[config.mk]
export PLATFORM = sky130hd
export DESIGN_NAME = spi_operand_fifo
export DESIGN_NICKNAME = d
export VERILOG_FILES = /design/src/rtl/spi_operand_fifo.sv
export SDC_FILE = /design/constraint.sdc
export NUM_CORES = 1
export LEC_CHECK = 0
export CORE_UTILIZATION = 46
export DETAILED_ROUTE_END_ITERATION = 12
export DONT_BUFFER_PORTS = 1
export PLACE_DENSITY = 0.69
export REMOVE_ABC_BUFFERS = 1
export SETUP_SLACK_MARGIN = 0.2
export SYNTH_ARGS = -nofsm -noshare
export SYNTH_HDL_FRONTEND = slang
export SYNTH_SLANG_ARGS = --single-unit
[constraint.sdc]
create_clock -name clock_in -period 3.2 [get_ports clock_in]
set_input_delay 0.32 -clock clock_in [delete_from_list [all_inputs] [get_ports clock_in]]
set_output_delay 0.32 -clock clock_in [all_outputs]
set_load 0.05 [all_outputs]
[src/rtl/spi_operand_fifo.sv]
// SPI operand FIFO: buffers operand bytes of a write opcode,
// reports status on a status opcode and empties on a flush opcode.
module spi_operand_fifo #(
   parameter logic [7:0] WRITE_OPCODE  = 8'h44,
   parameter logic [7:0] STATUS_OPCODE = 8'h45,
   parameter logic [7:0] FLUSH_OPCODE  = 8'h46,
   parameter int         DEPTH         = 16
) (
   input  logic        clock_in,
   input  logic        reset_in,
   input  logic [7:0]  opcode_in,
   input  logic        opcode_valid_in,
   input  logic [7:0]  operand_in,
   input  logic        operand_valid_in,
   input  logic [31:0] operand_count_in,
   output logic [7:0]  data_out,
   output logic        data_valid_out,
   input  logic        data_ready_in,
   output logic [7:0]  response_out,
   output logic        response_valid_out
);

   localparam int AW = $clog2(DEPTH);
   localparam int PW = AW + 1;

   typedef enum logic [1:0] {
      IDLE,
      WRITE,
      STATUS,
      FLUSH
   } state_t;

   state_t        state;
   state_t        state_n;
   logic          opv_q;
   logic          odv_q;
   logic [PW-1:0] wr_ptr;
   logic [PW-1:0] rd_ptr;
   logic [PW-1:0] wr_n;
   logic [PW-1:0] rd_n;
   logic [PW-1:0] level;
   logic          overflow;
   logic [7:0]    mem [DEPTH];

   logic          opcode_rise;
   logic          flush;
   logic          push_req;
   logic          pop;
   logic          full;
   logic          push_ok;
   logic          ovf_set;
   logic          valid_n;
   logic [7:0]    head_n;
   logic          resp_n;
   logic [6:0]    lvl_w;
   logic [4:0]    lvl5;
   logic          unused_count;

   // Operand index carries no meaning here; pushes come from edges only.
   assign unused_count = ^operand_count_in;

   assign opcode_rise = opcode_valid_in && !opv_q;

   always_comb begin
      state_n = state;
      case (state)
         IDLE: begin
            if (opcode_rise) begin
               if (opcode_in == WRITE_OPCODE)
                  state_n = WRITE;
               else if (opcode_in == STATUS_OPCODE)
                  state_n = STATUS;
               else if (opcode_in == FLUSH_OPCODE)
                  state_n = FLUSH;
            end
         end
         WRITE, STATUS: begin
            if (!opcode_valid_in)
               state_n = IDLE;
         end
         FLUSH:   state_n = IDLE;
         default: state_n = IDLE;
      endcase
   end

   always_comb begin
      level    = wr_ptr - rd_ptr;
      full     = (level == PW'(DEPTH));
      flush    = (state == FLUSH);
      push_req = (state == WRITE) && operand_valid_in && !odv_q;
      pop      = data_valid_out && data_ready_in && !flush;
      push_ok  = push_req && (!full || pop) && !flush;
      ovf_set  = push_req && full && !pop && !flush;
      wr_n     = wr_ptr + PW'(push_ok);
      rd_n     = rd_ptr + PW'(pop);
      if (flush) begin
         wr_n = '0;
         rd_n = '0;
      end
      valid_n = (wr_n != rd_n);
      // A byte written this edge is not in the array yet; bypass it.
      if (push_ok && (rd_n == wr_ptr))
         head_n = operand_in;
      else
         head_n = mem[rd_n[AW-1:0]];
      lvl_w  = 7'(level);
      lvl5   = (lvl_w > 7'd31) ? 5'd31 : lvl_w[4:0];
      resp_n = (state == STATUS) && (state_n == STATUS);
   end

   // Opcode-valid history resets high so a level held through reset
   // is not mistaken for a fresh edge.
   always_ff @(posedge clock_in or posedge reset_in) begin
      if (reset_in) begin
         state              <= IDLE;
         opv_q              <= 1'b1;
         odv_q              <= 1'b0;
         wr_ptr             <= '0;
         rd_ptr             <= '0;
         overflow           <= 1'b0;
         data_valid_out     <= 1'b0;
         data_out           <= 8'h00;
         response_out       <= 8'h00;
         response_valid_out <= 1'b0;
      end else begin
         state              <= state_n;
         opv_q              <= opcode_valid_in;
         odv_q              <= operand_valid_in;
         wr_ptr             <= wr_n;
         rd_ptr             <= rd_n;
         overflow           <= flush ? 1'b0 : (overflow | ovf_set);
         data_valid_out     <= valid_n;
         data_out           <= valid_n ? head_n : 8'h00;
         response_valid_out <= resp_n;
         response_out       <= resp_n ? {overflow, 2'b00, lvl5} : 8'h00;
      end
   end

   always_ff @(posedge clock_in) begin
      if (push_ok)
         mem[wr_ptr[AW-1:0]] <= operand_in;
   end

endmodule

==> results.txt <==
- Detailed placement finished with a half-perimeter wire length of 10300 um.
- Endpoint of the worst hold path: data_out[7]$_DFF_PP0_
- Endpoint of the worst register-to-register path: data_out[6]$_DFF_PP0_
* Number of violations of the max-capacitance limit: 0
* Source-to-sink clock delay at the later pin of the worst-skew pair: approximately 0.42 ns
* Number of nets with antenna violations after detailed routing: 0
- Clock period minus worst slack: between 3 and 4 ns
- Row generation in the floorplan step produced between 40 and 50 rows.
* Routed WL per cell: 22.1 um
* Clock edge transition at the registers on the reported setup and hold paths: about 0.060 ns
- Among cell families on the critical path, the largest total delay comes from adder cells.
- Number of placed I/O pins: 71
- In this run the cell area of the synthesized design comes to 0.00702 mm^2.
- Final TNS setup: -0.153 ns
- The synthesized netlist contains 46 unique library cells.
- RSZ-0062 raised after global routing: yes
- The initial utilization of the core area, before any placement, comes to 0.478.
* Overall power of the completed layout: 8.06 mW
- In the routed design, unresolved DRC markers number 2.
* X dimension of the die: 126 um
- Setup violations remaining at the end of the flow were counted as 9.
- Peak supply drop: roughly 420 uV
- The startpoint identified for the worst register-to-register timing path is rd_ptr[0]$_DFF_PP0_.
* Count of nets after finishing: 623
- Max Freq: between 300 and 400 MHz
* Iteration-0 DRC count of the detailed router: roughly 480
- Area of the die: 0.0158 mm^2
- Transition time of the tightest slew-check pin: around 1.2 ns
* Master of the slowest instance on the critical path: sky130_fd_sc_hd__dfrtp_1
- CTS placed an instance of sky130_fd_sc_hd__clkbuf_16 at the clock tree root.
- Most repeated cell in the gate-level netlist after synthesis: sky130_fd_sc_hd__edfxtp_1
- In this run the vertical extent of the chip is 126 um.
- Across every metal layer, demand over resource in global routing totals 0.222.
* Area contributors post-synth: sky130_fd_sc_hd__edfxtp_1 (55%), sky130_fd_sc_hd__dfrtp_1 (11%), sky130_fd_sc_hd__a211oi_1 (5.1%), sky130_fd_sc_hd__and3b_1 (4.0%), sky130_fd_sc_hd__mux2_2 (2.7%)
- The flow ran to the end, but the final reports show violations.
* Violated checks: DRC, setup timing
- Path type of the worst min-delay path: input port to register
- Global placer's final weighted congestion: 0.803
- The number of hold violations in the final report is 0.
- The number of global-route vias before repair is 4569.
* Hold Path Stages: 2
* Layout cell share with drive strength beyond 1: 0.253
- The cell count after synthesis came out at 501.
- Of the post-synthesis cell area, the dominant cell type holds 0.547.
* Critical Path End Type: register
- Reg2reg setup slack: -0.03 ns
* Area growth from synthesis to final layout: 19.9%
* Maximum number of pins on one net before global-route repair: 41
- Power density over cell area: 957 mW/mm^2
- Number of fill cells: 1103
- Max Buffers Root-to-Sink: 2
* Critical path data required time: ~3.5 ns
* Kind of start point of the critical path: register
- Final Worst Setup Slack: -0.0346 ns
- Once layout is complete, the utilization of the core stands at 0.573.
- Sorting the synthesized cells by how often they occur yields sky130_fd_sc_hd__edfxtp_1 (128), sky130_fd_sc_hd__a211oi_1 (48), sky130_fd_sc_hd__and3b_1 (32).
- Number of buffers and inverters on the critical path: 2
- WS Path Type: register to register
* Sequential fraction of the synthesis area: 0.658
* GR Overflow Total: 0
* Slew Viols, Final: 0
- In this run the tool buffered the top-level ports with 0 buffer cells.
* TritonCTS buffer count: 17
- For this run, the leading register cell type out of synthesis is sky130_fd_sc_hd__edfxtp_1.
- For the worst flop-to-flop path, the logic depth is 16.
* Total wire length after detailed routing: 16700 um
* Total via count after detailed routing: between 4000 and 5000
- Placeable Area: 0.0147 mm^2
- Yosys warning count: 0
- In this run the most critical hold path is launched from operand_in[7].
* DRT Pass-1 Iters: 9
* Pleak: 3.01 nW
* Worst endpoint data arrival time: 3.53 ns
- Post-synth EDFFs: 128
* Synth area leader: sky130_fd_sc_hd__edfxtp_1
- Counting stages on the worst path, the most repeated cell is sky130_fd_sc_hd__ha_4.
- Walking the worst path, the cells encountered are ha_4 > fa_2 > nand2b_4 > a21oi_4 > xnor2_2 > a31o_2 > inv_2 > ha_4 > ha_4 > nand3_4 > xor2_2 > nor2_2 > xnor2_2 > nor4_4 > buf_4 > a21oi_2.
* Share of async-settable or async-resettable flops after synthesis: 0.195
* Maximum level of the CTS H-tree: 4
- Of the available clock period, the critical path in the final layout requires 1.01.
* Worst clock skew on the final layout: 0.00698 ns
- Seq cells post-synth: 159
- Critical path fanouts, max: 4
- Total clock sinks: approximately 160
- Launch point of the worst path: rd_ptr[0]$_DFF_PP0_
* Count of antenna diodes in the layout: 0
- Drt via density: 5.97
* First-pass GRT wire length: 25900 um
* Antenna violations before repair: 0
- Peak per-stage delay on the critical path: around 0.42 ns
* Worst max-slew margin expressed relative to the limit: 0.212
- TritonCTS built the clock tree.
- The average instance in the mapped netlist occupies roughly 14 um^2.
## per-stage QoR
stage | instances | hold slack [ns] | setup WS (ns) | area [um^2]
after global placement | 705 | 0.325 | -0.156 | 7510
final | 753 | 0.0503 | -0.0346 | 8420
after global routing | 753 | 0.0490 | -0.134 | 8420
after floorplan | 465 | 0.324 | -1.70 | 6850
after CTS | 752 | 0.0300 | -0.0125 | 8340
after detailed placement | 705 | 0.325 | -0.295 | 7510
## registers in the layout, indices dropped and copies added, names as in the netlist
name and count:
opv_q 1, rd_ptr 5, response_valid_out 1, data_valid_out 1
overflow 1, mem 128, odv_q 1, state 2
response_out 6, wr_ptr 5, data_out 8
## cells in the final DEF, fill, tap and decap left out, types with 16 or more instances in the layout
master,count
sky130_fd_sc_hd__a211oi_1,48
sky130_fd_sc_hd__and3b_1,32
sky130_fd_sc_hd__buf_4,60
sky130_fd_sc_hd__clkbuf_16,17
sky130_fd_sc_hd__dfrtp_1,30
sky130_fd_sc_hd__edfxtp_1,128
sky130_fd_sc_hd__mux2_2,17
sky130_fd_sc_hd__nand3_1,18
sky130_fd_sc_hd__nor2_1,26
sky130_fd_sc_hd__nor2b_1,22
sky130_fd_sc_hd__o22ai_1,17
sky130_fd_sc_hd__o32ai_1,16
## logic make-up after synthesis
family / share of synthesized area
xor gates and xnor gates: 0.0248
other: 0.000534
and+or+nand+nor: 0.109
buffers and inverters: 0.0346
AOI/OAI and AO/OA: 0.107
adders and majority gates: 0.0242
DFF: 0.658
muxes: 0.0415
## where the power goes
part	total, mW	switching, mW	leakage (nW)	internal, mW
Combinational	3.43	1.96	1.20	1.47
Sequential	2.63	0.276	1.54	2.35
Clock	2.00	0.789	0.272	1.21
## layout make-up
cell class                      instances  area, um^2  share of cell area
Timing Repair Buffer                   73         593              0.0704
Clock buffer                           18         429              0.0510
Inverter                               17        63.8             0.00758
Tap cell                              184         230              0.0273
Sequential cell                       159        4620               0.549
Clock inverter                         13         148              0.0175
Multi-Input combinational cell        289        2340               0.277
## worst max path at each step
stage / cells past startpoint / end
after detailed placement: 17 / data_out[0]$_DFF_PP0_
after global routing: 17 / data_out[6]$_DFF_PP0_
after global placement: 17 / data_out[0]$_DFF_PP0_
after floorplan: 9 / data_out[1]$_DFF_PP0_
after CTS: 16 / data_out[6]$_DFF_PP0_
final: 16 / data_out[6]$_DFF_PP0_
## routing by layer
metal	track usage	part of all wire	up-vias
li1	-	-	2027
met1	0.306	0.43	2267
met2	0.348	0.48	185
met3	0.0479	0.075	20
met4	0.0796	0.016	0
met5	0	0	-
## repair_timing
item / CTS / global route
endpoints found under the setup margin: 33 / 137
hold buffers: 10 / 0
buffers inserted: 5 / 1
gates cloned: 1 / 0
resized for setup: 22 / 12
endpoints found under the hold margin: 130 / 0
pin swaps: 11 / 10
No activity file was read; power rests on OpenSTA's default activity.
